$ cat config.mk
export PLATFORM = sky130hd
export DESIGN_NAME = enigma_uart_tx
export DESIGN_NICKNAME = d
export VERILOG_FILES = /design/src/rtl/enigma_pkg.sv /design/src/rtl/enigma_uart_tx_letter_fifo.sv /design/src/rtl/enigma_uart_tx.sv
export SDC_FILE = /design/constraint.sdc
export NUM_CORES = 1
export LEC_CHECK = 0
export CAP_MARGIN = 20
export CORE_ASPECT_RATIO = 0.9
export CORE_UTILIZATION = 64
export DETAILED_ROUTE_END_ITERATION = 10
export GPL_TIMING_DRIVEN = 0
export PLACE_DENSITY_LB_ADDON = 0.3
export SLEW_MARGIN = 20
export SYNTH_ARGS = -nofsm -noshare
export SYNTH_HDL_FRONTEND = slang
export SYNTH_SLANG_ARGS = --single-unit
export TNS_END_PERCENT = 30
$ cat constraint.sdc
create_clock -name clk -period 4.5 [get_ports clk]
set_input_delay 0.9 -clock clk [delete_from_list [all_inputs] [get_ports clk]]
set_output_delay 0.9 -clock clk [all_outputs]
set_load 0.03 [all_outputs]
$ cat src/rtl/enigma_pkg.sv
`default_nettype none
// ============================================================================
// Module      : enigma_pkg
// Description : Shared constants, FSM state type and the letter-code to ASCII
//               conversion used by the cipher transmit path.
// Revision    : 1.0 - initial release
// ============================================================================
package enigma_pkg;

  localparam int              LETTER_W    = 6;
  localparam logic [LETTER_W-1:0] CODE_SPACE = 6'd26;
  localparam logic [7:0]      ASCII_A     = 8'h41;
  localparam logic [7:0]      ASCII_SPACE = 8'h20;
  localparam logic [7:0]      ASCII_UNK   = 8'h3F;

  // UART transmitter states
  typedef enum logic [1:0] {
    ST_IDLE  = 2'd0,
    ST_START = 2'd1,
    ST_DATA  = 2'd2,
    ST_STOP  = 2'd3
  } tx_state_t;

  // Letters map onto 'A'..'Z', code 26 is a space, anything else prints as '?'
  function automatic logic [7:0] letter_to_ascii(input logic [LETTER_W-1:0] code);
    logic [7:0] r;
    if (code < CODE_SPACE) begin
      r = ASCII_A + {2'b00, code};
    end else if (code == CODE_SPACE) begin
      r = ASCII_SPACE;
    end else begin
      r = ASCII_UNK;
    end
    return r;
  endfunction

endpackage
`default_nettype wire

$ cat src/rtl/enigma_uart_tx_letter_fifo.sv
`default_nettype none
// ============================================================================
// Module      : letter_fifo
// Description : Small synchronous FIFO buffering letter codes ahead of the
//               UART transmitter. Head entry is visible combinationally.
// Revision    : 1.0 - initial release
// ============================================================================
module letter_fifo #(
  parameter int WIDTH = 6,
  parameter int DEPTH = 8
) (
  input  logic                     clk,
  input  logic                     rst,
  input  logic                     i_push,
  input  logic [WIDTH-1:0]         i_wdata,
  input  logic                     i_pop,
  output logic [WIDTH-1:0]         o_rdata,
  output logic                     o_full,
  output logic                     o_empty,
  output logic [$clog2(DEPTH):0]   o_count
);

  localparam int            AW       = $clog2(DEPTH);
  localparam logic [AW:0]   FULL_CNT = DEPTH[AW:0];

  logic [WIDTH-1:0] r_mem [DEPTH];
  logic [AW-1:0]    r_wr_ptr;
  logic [AW-1:0]    r_rd_ptr;
  logic [AW:0]      r_count;
  logic             w_do_push;
  logic             w_do_pop;

  assign o_full    = (r_count == FULL_CNT);
  assign o_empty   = (r_count == '0);
  assign o_count   = r_count;
  assign o_rdata   = r_mem[r_rd_ptr];
  assign w_do_push = i_push && !o_full;
  assign w_do_pop  = i_pop && !o_empty;

  // Storage array; contents need no reset because the pointers define validity
  always_ff @(posedge clk) begin
    if (w_do_push) begin
      r_mem[r_wr_ptr] <= i_wdata;
    end
  end

  // Pointers wrap naturally since DEPTH is a power of two; count tracks net change
  always_ff @(posedge clk or posedge rst) begin
    if (rst) begin
      r_wr_ptr <= '0;
      r_rd_ptr <= '0;
      r_count  <= '0;
    end else begin
      if (w_do_push) begin
        r_wr_ptr <= r_wr_ptr + 1'b1;
      end
      if (w_do_pop) begin
        r_rd_ptr <= r_rd_ptr + 1'b1;
      end
      case ({w_do_push, w_do_pop})
        2'b10:   r_count <= r_count + 1'b1;
        2'b01:   r_count <= r_count - 1'b1;
        default: r_count <= r_count;
      endcase
    end
  end

endmodule
`default_nettype wire

$ cat src/rtl/enigma_uart_tx.sv
`default_nettype none
// ============================================================================
// Module      : enigma_uart_tx
// Description : Buffers 6-bit lampboard letter codes, converts each to ASCII
//               and sends it as a UART 8N1 frame on a registered serial pin.
// Revision    : 1.0 - initial release
// ============================================================================
module enigma_uart_tx
  import enigma_pkg::*;
#(
  parameter int CLK_FREQ_HZ = 100000000,
  parameter int BAUD        = 9600,
  parameter int FIFO_DEPTH  = 8
) (
  input  logic                          clk,
  input  logic                          rst,
  input  logic [LETTER_W-1:0]           letter_in,
  input  logic                          letter_valid,
  output logic                          letter_ready,
  output logic                          tx,
  output logic                          busy,
  output logic [$clog2(FIFO_DEPTH):0]   fifo_count,
  output logic                          frame_done
);

  localparam int               CLKS_PER_BIT = CLK_FREQ_HZ / BAUD;
  localparam int               CNT_W        = (CLKS_PER_BIT > 1) ? $clog2(CLKS_PER_BIT) : 1;
  localparam logic [CNT_W-1:0] CNT_LAST     = CNT_W'(CLKS_PER_BIT - 1);

  tx_state_t          r_state, w_state_next;
  logic [CNT_W-1:0]   r_cnt, w_cnt_next;
  logic [2:0]         r_bit_idx, w_bit_next, w_bit_inc;
  logic [7:0]         r_shift, w_shift_next;
  logic               r_tx, w_tx_next;
  logic               r_frame_done, w_frame_done_next;
  logic               w_pop;
  logic               w_push;
  logic               w_full;
  logic               w_empty;
  logic [LETTER_W-1:0] w_head;

  assign w_push       = letter_valid && letter_ready;
  assign letter_ready = !w_full;
  assign busy         = (r_state != ST_IDLE) || (fifo_count != '0);
  assign tx           = r_tx;
  assign frame_done   = r_frame_done;
  assign w_bit_inc    = r_bit_idx + 3'd1;

  letter_fifo #(
    .WIDTH (LETTER_W),
    .DEPTH (FIFO_DEPTH)
  ) u_fifo (
    .clk     (clk),
    .rst     (rst),
    .i_push  (w_push),
    .i_wdata (letter_in),
    .i_pop   (w_pop),
    .o_rdata (w_head),
    .o_full  (w_full),
    .o_empty (w_empty),
    .o_count (fifo_count)
  );

  // State register; tx resets high so an aborted frame releases the line at once
  always_ff @(posedge clk or posedge rst) begin
    if (rst) begin
      r_state      <= ST_IDLE;
      r_cnt        <= '0;
      r_bit_idx    <= '0;
      r_shift      <= '0;
      r_tx         <= 1'b1;
      r_frame_done <= 1'b0;
    end else begin
      r_state      <= w_state_next;
      r_cnt        <= w_cnt_next;
      r_bit_idx    <= w_bit_next;
      r_shift      <= w_shift_next;
      r_tx         <= w_tx_next;
      r_frame_done <= w_frame_done_next;
    end
  end

  // Next-state logic; tx is computed for the upcoming cycle so the pin is a flop
  always_comb begin
    w_state_next      = r_state;
    w_cnt_next        = r_cnt;
    w_bit_next        = r_bit_idx;
    w_shift_next      = r_shift;
    w_tx_next         = 1'b1;
    w_frame_done_next = 1'b0;
    w_pop             = 1'b0;
    case (r_state)
      ST_IDLE: begin
        if (!w_empty) begin
          w_pop        = 1'b1;
          w_shift_next = letter_to_ascii(w_head);
          w_cnt_next   = '0;
          w_state_next = ST_START;
          w_tx_next    = 1'b0;
        end
      end
      ST_START: begin
        w_tx_next = 1'b0;
        if (r_cnt == CNT_LAST) begin
          w_cnt_next   = '0;
          w_bit_next   = 3'd0;
          w_state_next = ST_DATA;
          w_tx_next    = r_shift[0];
        end else begin
          w_cnt_next = r_cnt + 1'b1;
        end
      end
      ST_DATA: begin
        w_tx_next = r_shift[r_bit_idx];
        if (r_cnt == CNT_LAST) begin
          w_cnt_next = '0;
          // bit index wraps 7->0 exactly as the frame leaves the data phase
          w_bit_next = w_bit_inc;
          if (r_bit_idx == 3'd7) begin
            w_state_next = ST_STOP;
            w_tx_next    = 1'b1;
          end else begin
            w_tx_next = r_shift[w_bit_inc];
          end
        end else begin
          w_cnt_next = r_cnt + 1'b1;
        end
      end
      ST_STOP: begin
        w_tx_next = 1'b1;
        if (r_cnt == CNT_LAST) begin
          w_cnt_next        = '0;
          w_frame_done_next = 1'b1;
          w_state_next      = ST_IDLE;
        end else begin
          w_cnt_next = r_cnt + 1'b1;
        end
      end
      default: begin
        w_state_next = ST_IDLE;
      end
    endcase
  end

endmodule
`default_nettype wire

==> load_flow_metrics.sql <==
INSERT INTO impl_metrics (metric_group, metric, value, unit) VALUES
('floorplan', 'dieWidth', '87.1', 'um'),
('clock_network', 'clk_path_buf_depth', '2', ''),
('clock_network', 'post_cts_resize_count', '0', ''),
('synth', 'syn_nets', '326', ''),
('grt', 'grt_max_degree', '25', ''),
('sta', 'slew_at_the_pin_with_the_worst_max_slew_slack', '1.06', 'ns'),
('route', 'finalWirelength', '7870', 'um'),
('power_and_ir_drop', 'cell_leakage_power', '1.79', 'nW'),
('sta', 'finish_stage_setup_viols', '0', ''),
('worst_setup_path', 'worstSetupStartpointType', 'flip-flop', ''),
('clock_network', 'cts_max_level', '3', ''),
('run', 'max_cap_violations', '0', ''),
('route', 'topRoutingLayerUsed', 'met4', ''),
('min_path', 'hold_path_class', 'flip-flop to flip-flop', ''),
('status', 'status', 'finished, final reports clean', ''),
('route', 'met2WireLength', '3670', 'um'),
('grt', 'track_usage', '0.261', ''),
('worst_setup_path', 'critPathKind', 'flip-flop to output pin', ''),
('placed_design', 'dp_slack', '1.43', 'ns'),
('sta', 'fin_crit_sh', '0.783', ''),
('cells_and_area', 'layout.cell_area.non_filler', '0.00472', 'mm^2'),
('sta', 'finalSetupTns', '0', 'ns'),
('route', 'avgViaCountPerCell', '6.20', ''),
('cells_and_area', 'final_cell_mix', '48 x edfxtp_1, 38 x dfrtp_1, 26 x nand2_1', ''),
('sta', 'rsz_0062_raised_after_global_routing', 'false', ''),
('sta', 'finalClockSkew', '0.0104', 'ns'),
('grt', 'grt-ovfl-total', '0', ''),
('synth', 'synth_flop_cell', 'edfxtp_1', ''),
('synth', 'post_synth_num_cell_types', '55', ''),
('synth', 'top_post_synthesis_cells_by_area', 'edfxtp_1 35%, dfrtp_1 23%, mux4_2 6.5%', ''),
('floorplan', 'cell_rows', '27', ''),
('clock_network', 'clock_latency', '0.36', 'ns'),
('grt', 'grt_first_pass_wirelength', '13000', 'um'),
('clock_network', 'clkSinkCount', '87', ''),
('synth', 'netlist.area_leader.share', '0.346', ''),
('cells_and_area', 'antennaDiodeCount', '0', ''),
('clock_network', 'tritoncts_clock_tree', 'done', ''),
('synth', 'ffs_latches_synth', '87', ''),
('cells_and_area', 'finish.utilization', '0.759', ''),
('sta', 'worst_setup_slack_after_layout', '0.976', 'ns'),
('synth', 'synth_seq_area_share', '0.580', ''),
('floorplan', 'die_y', '78.6', 'um'),
('worst_setup_path', 'worstSetupEndpointType', 'output pin', ''),
('placed_design', 'detailed_place.area', '0.00448', 'mm^2'),
('route', 'vias', '2630', ''),
('route', 'wl_met1', '3560', 'um'),
('sta', 'timing.final.max_slew_violations', '0', ''),
('sta', 'achievable-frequency', '284', 'MHz'),
('cells_and_area', 'layout_commonest_cell', 'edfxtp_1', ''),
('cells_and_area', 'synth_to_final_area_change', '13.2', '%'),
('synth', 'cells_after_synth', '302', ''),
('worst_setup_path', 'timing.critical_path.arrival', '2.62', 'ns'),
('route', 'detail-route-antenna-nets', '0', ''),
('clock_network', 'cts_inserted_buffers', '9', ''),
('grt', 'number_of_antenna_violations_at_the_first_check_in_global_routing', '0', ''),
('power_and_ir_drop', 'power.density_cell_area', '641', 'mW/mm^2'),
('cells_and_area', 'fill_cells', '413', ''),
('route', 'met3_length', '467', 'um'),
('power_and_ir_drop', 'irDropWorstVdd', '0.442', 'mV'),
('cells_and_area', 'drive_gt1_frac', '0.166', ''),
('sta', 'slew-limit-headroom', '0.291', ''),
('worst_setup_path', 'largest_fanout_of_any_net_on_the_critical_path', '8', ''),
('power_and_ir_drop', 'finalPower', '0.00302', 'W'),
('clock_network', 'clockRootBuffer', 'clkbuf_8', ''),
('synth', 'number_of_flops_mapped_to_enable_cells_by_yosys', '48', ''),
('sta', 'hold_viol', '0', ''),
('route', 'drtPass1Iterations', '5', ''),
('placed_design', 'portBuffers', '16', ''),
('route', 'wl_per_cell', '18.6', 'um'),
('clock_network', 'clk_transition_reported_paths', '0.09', 'ns'),
('clock_network', 'cts_setup_buffers', '0', '');
==> layer usage <==
layer,vias up,global-route usage
met4,0,0.100
met3,15,0.0599
met1,1310,0.366
met5,-,0
li1,1204,-
met2,101,0.402
==> worst paths after layout <==
check / slack [ns] / end / from / cells after the start
max: 0.98 / busy / u_fifo.o_count[1] / 6
min: 0.50 / r_cnt[7] / r_cnt[7] / 1
max reg2reg: 1.53 / u_fifo.o_count[2] / u_fifo.o_count[1] / 11
min reg2reg: 0.50 / r_cnt[7] / r_cnt[7] / 1
max in group asynchronous: 3.12 / tx / rst / 3
min in group asynchronous: 0.85 / r_cnt[7] / rst / 2
==> worst max-delay path, stage by stage (launching register included) <==
cell	delay (ns)
dfrtp_1	0.38
buf_2	0.17
nor4_1	0.34
and2_1	0.19
clkbuf_1	0.33
inv_1	0.21
clkdlybuf4s50_1	0.64
==> flip-flops by register name, indices dropped and copies added, names as in the netlist <==
register,count
tx,1
frame_done,1
r_bit_idx,3
u_fifo.r_wr_ptr,3
u_fifo.r_rd_ptr,3
u_fifo.r_mem,48
r_cnt,14
r_shift,8
u_fifo.o_count,4
r_state,2
==> report_power, final <==
part / internal [W] / switching [W]
logic: 0.000565 / 0.000687
clock network: 0.000320 / 0.000294
registers: 0.00102 / 0.000137
total: 0.00191 / 0.00112
==> cell usage after synthesis (all sizes together), types with 2 or more instances <==
cell	instances
nand3	8
nand4b	2
edfxtp	48
and2	3
dfrtp	38
xnor2	5
a21oi	8
nand2	26
nand4	3
a31oi	2
a311oi	2
a211oi	5
clkbuf	3
nor3	5
buf	6
inv	9
mux2i	9
mux2	5
xor2	8
nor2b	4
o32a	3
ha	15
nor3b	2
and4	2
nor2	24
nand2b	2
nor4	3
o21ai	17
mux4	16
a21o	3
o31ai	3
==> stage by stage <==
step,std cells,hold WS (ns)
6_report,424,0.496
5_1_grt,424,0.522
4_1_cts,423,0.501
3_5_place_dp,407,0.487
3_3_place_gp,405,0.479
2_1_floorplan,302,0.462
==> cell families (layout without fill, tap and decap cells) <==
kind of cell / after synthesis / after routing / share of synthesized area
and+or+nand+nor: 91 / 91 / 0.113
DFF: 87 / 87 / 0.580
AOI/OAI and AO/OA: 48 / 48 / 0.0759
muxes: 30 / 30 / 0.138
buffers and inverters: 18 / 53 / 0.0204
adders and majority gates: 15 / 15 / 0.0450
xor gates and xnor gates: 13 / 13 / 0.0273
==> layout make-up <==
class | count | area, um^2 | share of cell area
plain buffers | 9 | 51.3 | 0.0109
clock buffers | 9 | 124 | 0.0262
clock inverters | 7 | 103 | 0.0217
inverters | 9 | 33.8 | 0.00716
multi-input cells | 197 | 1680 | 0.357
flip-flops and latches | 87 | 2420 | 0.512
well taps | 87 | 109 | 0.0231
repair buffers | 19 | 198 | 0.0419
Note: power is estimated with default switching activity, not from simulation.
